## src/rtl/uart_rx_ctrl.sv

```systemverilog
// Receiver control unit: sequences one serial packet (data, optional parity,
// stop bits), checks parity and stop bits, and manages the receive buffer
// status and error flags.
module uart_rx_ctrl #(
    parameter int unsigned NUM_DATA_BITS = 8,
    parameter int unsigned PARITY_EN     = 0,
    parameter int unsigned PARITY_ODD    = 0,
    parameter int unsigned NUM_STOP_BITS = 1
) (
    input  logic clk,
    input  logic n_rst,
    input  logic start_bit_detected,
    input  logic shift_strobe,
    input  logic serial_in,
    input  logic data_read,
    output logic sbc_clear,
    output logic enable_timer,
    output logic shift_enable,
    output logic load_buffer,
    output logic data_ready,
    output logic framing_error,
    output logic parity_error,
    output logic overrun_error
);

    localparam int unsigned CntW = $clog2(NUM_DATA_BITS + 1);
    localparam logic [CntW-1:0] LastData = CntW'(NUM_DATA_BITS - 1);
    localparam logic [CntW-1:0] LastStop = CntW'(NUM_STOP_BITS - 1);
    localparam logic OddBit = (PARITY_ODD != 0);
    localparam bit HasParity = (PARITY_EN != 0);

    typedef enum logic [2:0] {
        StIdle,
        StClear,
        StReadData,
        StReadParity,
        StReadStop,
        StCheck,
        StLoadBuf
    } state_e;

    state_e          state_q;
    logic [CntW-1:0] cnt_q;
    logic            acc_q;
    logic            data_ready_q;
    logic            framing_q;
    logic            parity_q;
    logic            overrun_q;

    // Packet sequencing, bit/stop counting, parity accumulation and status flags.
    always_ff @(posedge clk or negedge n_rst) begin
        if (!n_rst) begin
            state_q      <= StIdle;
            cnt_q        <= '0;
            acc_q        <= 1'b0;
            data_ready_q <= 1'b0;
            framing_q    <= 1'b0;
            parity_q     <= 1'b0;
            overrun_q    <= 1'b0;
        end else begin
            // Consumer read; LOAD_BUF below overrides data_ready.
            if (data_read) begin
                data_ready_q <= 1'b0;
                overrun_q    <= 1'b0;
            end

            case (state_q)
                StIdle: begin
                    if (start_bit_detected) begin
                        state_q <= StClear;
                    end
                end
                StClear: begin
                    cnt_q     <= '0;
                    acc_q     <= 1'b0;
                    framing_q <= 1'b0;
                    parity_q  <= 1'b0;
                    state_q   <= StReadData;
                end
                StReadData: begin
                    if (shift_strobe) begin
                        acc_q <= acc_q ^ serial_in;
                        if (cnt_q == LastData) begin
                            cnt_q   <= '0;
                            state_q <= HasParity ? StReadParity : StReadStop;
                        end else begin
                            cnt_q <= cnt_q + 1'b1;
                        end
                    end
                end
                StReadParity: begin
                    if (shift_strobe) begin
                        if ((acc_q ^ serial_in) != OddBit) begin
                            parity_q <= 1'b1;
                        end
                        state_q <= StReadStop;
                    end
                end
                StReadStop: begin
                    if (shift_strobe) begin
                        if (!serial_in) begin
                            framing_q <= 1'b1;
                        end
                        if (cnt_q == LastStop) begin
                            cnt_q   <= '0;
                            state_q <= StCheck;
                        end else begin
                            cnt_q <= cnt_q + 1'b1;
                        end
                    end
                end
                StCheck: begin
                    state_q <= (framing_q || parity_q) ? StIdle : StLoadBuf;
                end
                StLoadBuf: begin
                    data_ready_q <= 1'b1;
                    if (data_ready_q && !data_read) begin
                        overrun_q <= 1'b1;
                    end
                    state_q <= StIdle;
                end
                default: begin
                    state_q <= StIdle;
                end
            endcase
        end
    end

    // Moore decodes of the registered state; shift_enable passes the strobe through.
    assign sbc_clear     = (state_q == StClear);
    assign enable_timer  = (state_q == StReadData) || (state_q == StReadParity) ||
                           (state_q == StReadStop);
    assign load_buffer   = (state_q == StLoadBuf);
    assign shift_enable  = shift_strobe && (state_q == StReadData);
    assign data_ready    = data_ready_q;
    assign framing_error = framing_q;
    assign parity_error  = parity_q;
    assign overrun_error = overrun_q;

endmodule

```

## config.mk

```make
export PLATFORM = sky130hd
export DESIGN_NAME = uart_rx_ctrl
export DESIGN_NICKNAME = d
export VERILOG_FILES = /design/src/rtl/uart_rx_ctrl.sv
export SDC_FILE = /design/constraint.sdc
export NUM_CORES = 1
export LEC_CHECK = 0
export BUFFER_PORTS_ARGS = -buffer_cell sky130_fd_sc_hd__buf_4
export CAP_MARGIN = 20
export CORE_UTILIZATION = 44
export DETAILED_ROUTE_END_ITERATION = 8
export GPL_TIMING_DRIVEN = 0
export PLACE_DENSITY = 0.65
export SYNTH_ARGS = -nofsm -noshare
export SYNTH_HDL_FRONTEND = slang
export SYNTH_SLANG_ARGS = --single-unit
export TNS_END_PERCENT = 1
```

## constraint.sdc

```tcl
create_clock -name clk -period 2.4 [get_ports clk]
set_input_delay 0.48 -clock clk [delete_from_list [all_inputs] [get_ports clk]]
set_output_delay 0.48 -clock clk [all_outputs]
set_load 0.01 [all_outputs]
```

Word level (Yosys, flattened, before mapping)
Cells that the tools add are included.
{ "word_totals": {"ff_bits": 12, "input_bits": 6, "out_inout_bits": 8, "wordCells": 68} }
{ "op_classes": {"n_addsub": 1, "n_eq_ne": 15, "mux": 26, "bitwise_logic": 1, "reduce_logical": 18} }
{ "ops": {"columns": ["op", "count"], "rows": [
  ["$mux 3", 7],
  ["$pmux 3 s6", 1],
  ["$mux 4", 4],
  ["$ne 2x2->1 const B", 8],
  ["$pmux 4 s3", 1],
  ["$mux 1", 10],
  ["$eq 3x3->1 const B", 3],
  ["$reduce_and 3->1", 3],
  ["$reduce_bool 2->1", 4],
  ["$eq 3x2->1 const B", 2],
  ["$pmux 1 s2", 3],
  ["$reduce_and 6->1", 1],
  ["$add 4x1->4 const B", 1],
  ["$eq 4x3->1 const B", 1],
  ["$logic_not 4->1", 1],
  ["$eq 3x1->1 const B", 1],
  ["$logic_not 3->1", 1],
  ["$logic_or 1x1->1", 3],
  ["$reduce_bool 3->1", 1],
  ["$logic_and 1x1->1", 2],
  ["$reduce_and 2->1", 1],
  ["$logic_not 1->1", 1],
  ["$xor 1x1->1", 1]
]} }

Depth between registers and ports, before layout
{ "logic_depth": {"ltp_word": 4, "ltp_mapped": 6, "mapped_depth_nobuf": 6} }

Worst setup path after synthesis
OpenSTA, ideal clock, no wires.
{ "synth_timing": {"kind": "reg2reg", "start": "register cnt_q[0]", "end": "register cnt_q[3]", "setup_time_ns": 0.069, "arrival_time_ns": 1.574, "t_required_ns": 2.331, "path_slack_ns": 0.757, "path_stages_with_launch": 6, "path_buffers": 0, "synth_period_minus_slack_ns": 1.643, "cell_sequence": "dfrtp_1 > ha_1 > and3b_1 > o32ai_2 > or4b_1 > nand3_1"} }
{ "synth_via": {"elab_chain_len": 4, "word_cells_on_any_way": 8, "cone_classes": "add/sub: 1; eq/ne: 1; mux: 5; reduce/logical: 1"} }
{ "synth_lines": {"columns": ["element", "line", "rtl"], "rows": [
  ["from (decl)", "43", "logic [CntW-1:0] cnt_q;"],
  ["from (signal assigned)", "87", "cnt_q <= cnt_q + 1'b1;"],
  ["from (signal assigned)", "108", "cnt_q <= cnt_q + 1'b1;"],
  ["$add 4x1->4 (tied with other cells)", "87, 108", null],
  ["$mux 4, on equally long branches", "104, 83", null],
  ["$mux 4, on equally long branches", "100, 81", null],
  ["$pmux 4 s3 (*)", "67", "case (state_q)"]
]} }
Every way passes the cells marked *; elsewhere a longest branch is shown, timed or not. The select of a mux whose other input is x is not followed.
A chain may end at the register's enable or synchronous reset.

Worst setup path in the final report
{ "layout_timing": {"start": "register state_q[2]", "end": "output port enable_timer"} }
{ "layout_via": {"elab_chain_len": 3, "word_cells_on_any_way": 5, "cone_classes": "eq/ne: 3; reduce/logical: 2"} }
{ "layout_lines": {"columns": ["element", "line", "rtl"], "rows": [
  ["from (decl)", "42", "state_e state_q;"],
  ["from (signal assigned)", "53", "state_q <= StIdle;"],
  ["from (signal assigned)", "70", "state_q <= StClear;"],
  ["from (signal assigned)", "78", "state_q <= StReadData;"],
  ["$eq 3x2->1", "131", "assign enable_timer = (state_q == StReadData) || (state_q == StReadParity) ||"],
  ["$logic_or 1x1->1", "131", null],
  ["$logic_or 1x1->1 (*)", "131", null],
  ["to (decl)", "17", "output logic enable_timer,"]
]} }
Every way passes the cells marked *; elsewhere a longest branch is shown, timed or not.

==> results.yml <==
setup_path:
  crit_family: "buffers and inverters"
  crit_required_ps: 1920
  worstSetupStartpointType: "flop"
  slowest_stage: "dfrtp_1"
  worstPathCellList: "clkbuf_1 -> nand2b_1 -> nand2_1 -> buf_4"
  critical_path_buf_inv_count: 2
  slowest_delay_ps: 450
  arrival_ps: 1530
  cp_max_fo: 10
  worstSetupEndpointType: "output pin"
  critPathKind: "reg2out"
grt:
  grt_usage: 0.211
  antenna_found_initial: 0
  grt_pass1_wl_mm: 3.08
  grt_pass1_vias: 709
  gr-total-overflow: 0
  grt_max_degree: 13
final_layout:
  area_growth_syn_to_layout_pct: 20.8
  fill_cells: 149
  n_antenna_cell: 0
  drive_gt1_frac: 0.198
  nNetsFinal: 120
drt:
  route.detailed.drc: 0
  via_per_inst: 5.56
  wire_per_inst_um: 13.1
  drtIter0Drc: 14
  vias: 750
  drtPass1Iterations: 5
  routed_wl_mm: 1.77
  antenna_left: 0
synth:
  synth_nets: 102
  ys_ff_latch: 12
  synth_area_leaders: "dfrtp_1 (38%), o21ai_0 (8.3%), nand3_1 (3.8%), nor2_1 (3.8%), a21oi_1 (3.2%)"
  synth_commonest_cells: "o21ai_0 (13), dfrtp_1 (12), nor2_1 (8)"
  ys_types: 32
  synth_top_flop_cell: "dfrtp_1"
  async_flop_share: 1.00
  yosysTopAreaCellShare: 0.382
  ys_seq_area_frac: 0.382
  ys.warnings.count: 0
  synth_area_per_cell_um2: 8.37
  synth_area_leader_cell: "dfrtp_1"
  syn_inst: 94
  synth_most_common_cell: "o21ai_0"
  synth_edf_count: 0
  syn_area_um2: 787
pwr:
  p_leak_nw: 0.418
  ir_drop_mv: 0.667
  p_per_area_nw_per_um2: 1260
  power.total_w: 0.00120
worst_hold_path:
  hp-class: "in2async"
timing:
  setup_viol: 0
  worstMarginPinSlew_ps: 461
  period_needed_ps: 2010
  whs_ps: 15.9
  finalHoldViolations: 0
  finalSetupTns_ps: 0
  rsz0062_at_grt: "false"
  post-route-period-util: 0.838
  fmax_mhz: 497
  finalMaxSlewViolations: 0
  finClkSkew_ps: 3.35
  maxSlewHeadroom: 0.692
run:
  max-cap-violations: 0
clocking:
  cts_buffer_depth: 2
  cts_root_buf: "clkbuf_4"
  cts_made_buffers: 3
  cts_hold_buf: 0
  h-tree-depth: 1
  clkSlewWorstSetupHoldPaths_ps: 90
  post_cts_buffers: 0
  cts_tree: "yes"
  clock_latency_ps: 290
  ctsResizeCount: 0
  clock_sinks: 12
run_status:
  status: "complete, no violations"
placement:
  place_hpwl_mm: 1.29
  numPortBuffers: 13
  place.gp.congestion: 0.774
die:
  start_util: 0.494
  dieHeight_um: 44.3
  fp.dieW_um: 44.3
  dieArea_um2: 1960
  fp-row-count: 14
  ios: 14
  fp.coreArea_um2: 1590
==> state kept, by name, summed over array words and instances, names as in the netlist <==
register,flops
cnt_q,4
state_q,3
acc_q,1
data_ready,1
framing_error,1
overrun_error,1
parity_error,1
==> where the power goes <==
part | total [W] | internal [W] | leakage, nW | switching (W)
Sequential | 0.000382 | 0.000286 | 0.153 | 0.0000960
Clock | 0.000172 | 0.0000925 | 0.0210 | 0.0000800
Combinational | 0.000645 | 0.000285 | 0.243 | 0.000361
==> worst reg2reg max path: stages (launching register included) <==
cell     delay [ps]
dfrtp_1         450
ha_1            250
and3b_1         240
o32ai_2         280
or4b_1          460
nand3_1          90
==> per-layer routing <==
metal  up-vias  GRT usage  wire length, um
met1       342      0.283              823
li1        374          -                -
met2        29      0.332              810
met4         0     0.0909               43
met3         5     0.0367               89
met5         -          0                0
==> final timing paths <==
path | depth (start not counted) | endpoint | slack, ps | from
worst max register to register | 5 | cnt_q[3] | 580 | cnt_q[1]
worst max-delay path | 4 | enable_timer | 390 | state_q[2]
max in group asynchronous | 1 | framing_error | 2230 | n_rst
worst min-delay path | 1 | cnt_q[2] | 20 | n_rst
worst min register to register | 2 | overrun_error | 500 | overrun_error
min in group clk | 2 | overrun_error | 340 | data_read
==> metrics by stage <==
stage / worst slack [ps] / std cells / instance area [um^2] / utilization
6_report: 389 / 135 / 951 / 0.597
4_1_cts: 400 / 135 / 951 / 0.597
3_3_place_gp: 623 / 131 / 915 / 0.574
2_1_floorplan: 757 / 94 / 787 / -
3_5_place_dp: 617 / 131 / 915 / 0.574
5_1_grt: 276 / 135 / 951 / 0.597
==> cells in the final DEF (no fill, tap or decap), drive strengths merged, types with 2 or more instances in the layout <==
cell / n
ha: 2
nor3: 4
dfrtp: 12
clkbuf: 9
nor4bb: 2
nand3: 6
a21oi: 5
buf: 14
nand2b: 3
inv: 6
nand2: 6
nor2: 8
a31oi: 2
nor2b: 2
o21ai: 13
nor3b: 2
==> final cells by class <==
type	count	area, um^2	area share
clock buffers	4	36.3	0.0382
flip-flops and latches	12	300	0.316
repair buffers	13	97.6	0.103
multi-input cells	70	440	0.463
inverters	6	22.5	0.0237
plain buffers	6	23.8	0.0250
well taps	24	30.0	0.0316
==> cells by family (layout without fill, tap and decap cells) <==
group	Yosys count	count (layout)	share of synthesized area
DFF	12	12	0.382
xor gates and xnor gates	1	1	0.0111
adders and majority gates	2	2	0.0318
buffers and inverters	12	29	0.0588
and+or+nand+nor	40	40	0.305
AOI/OAI and AO/OA	27	27	0.211
Note: power is estimated with default switching activity, not from simulation.
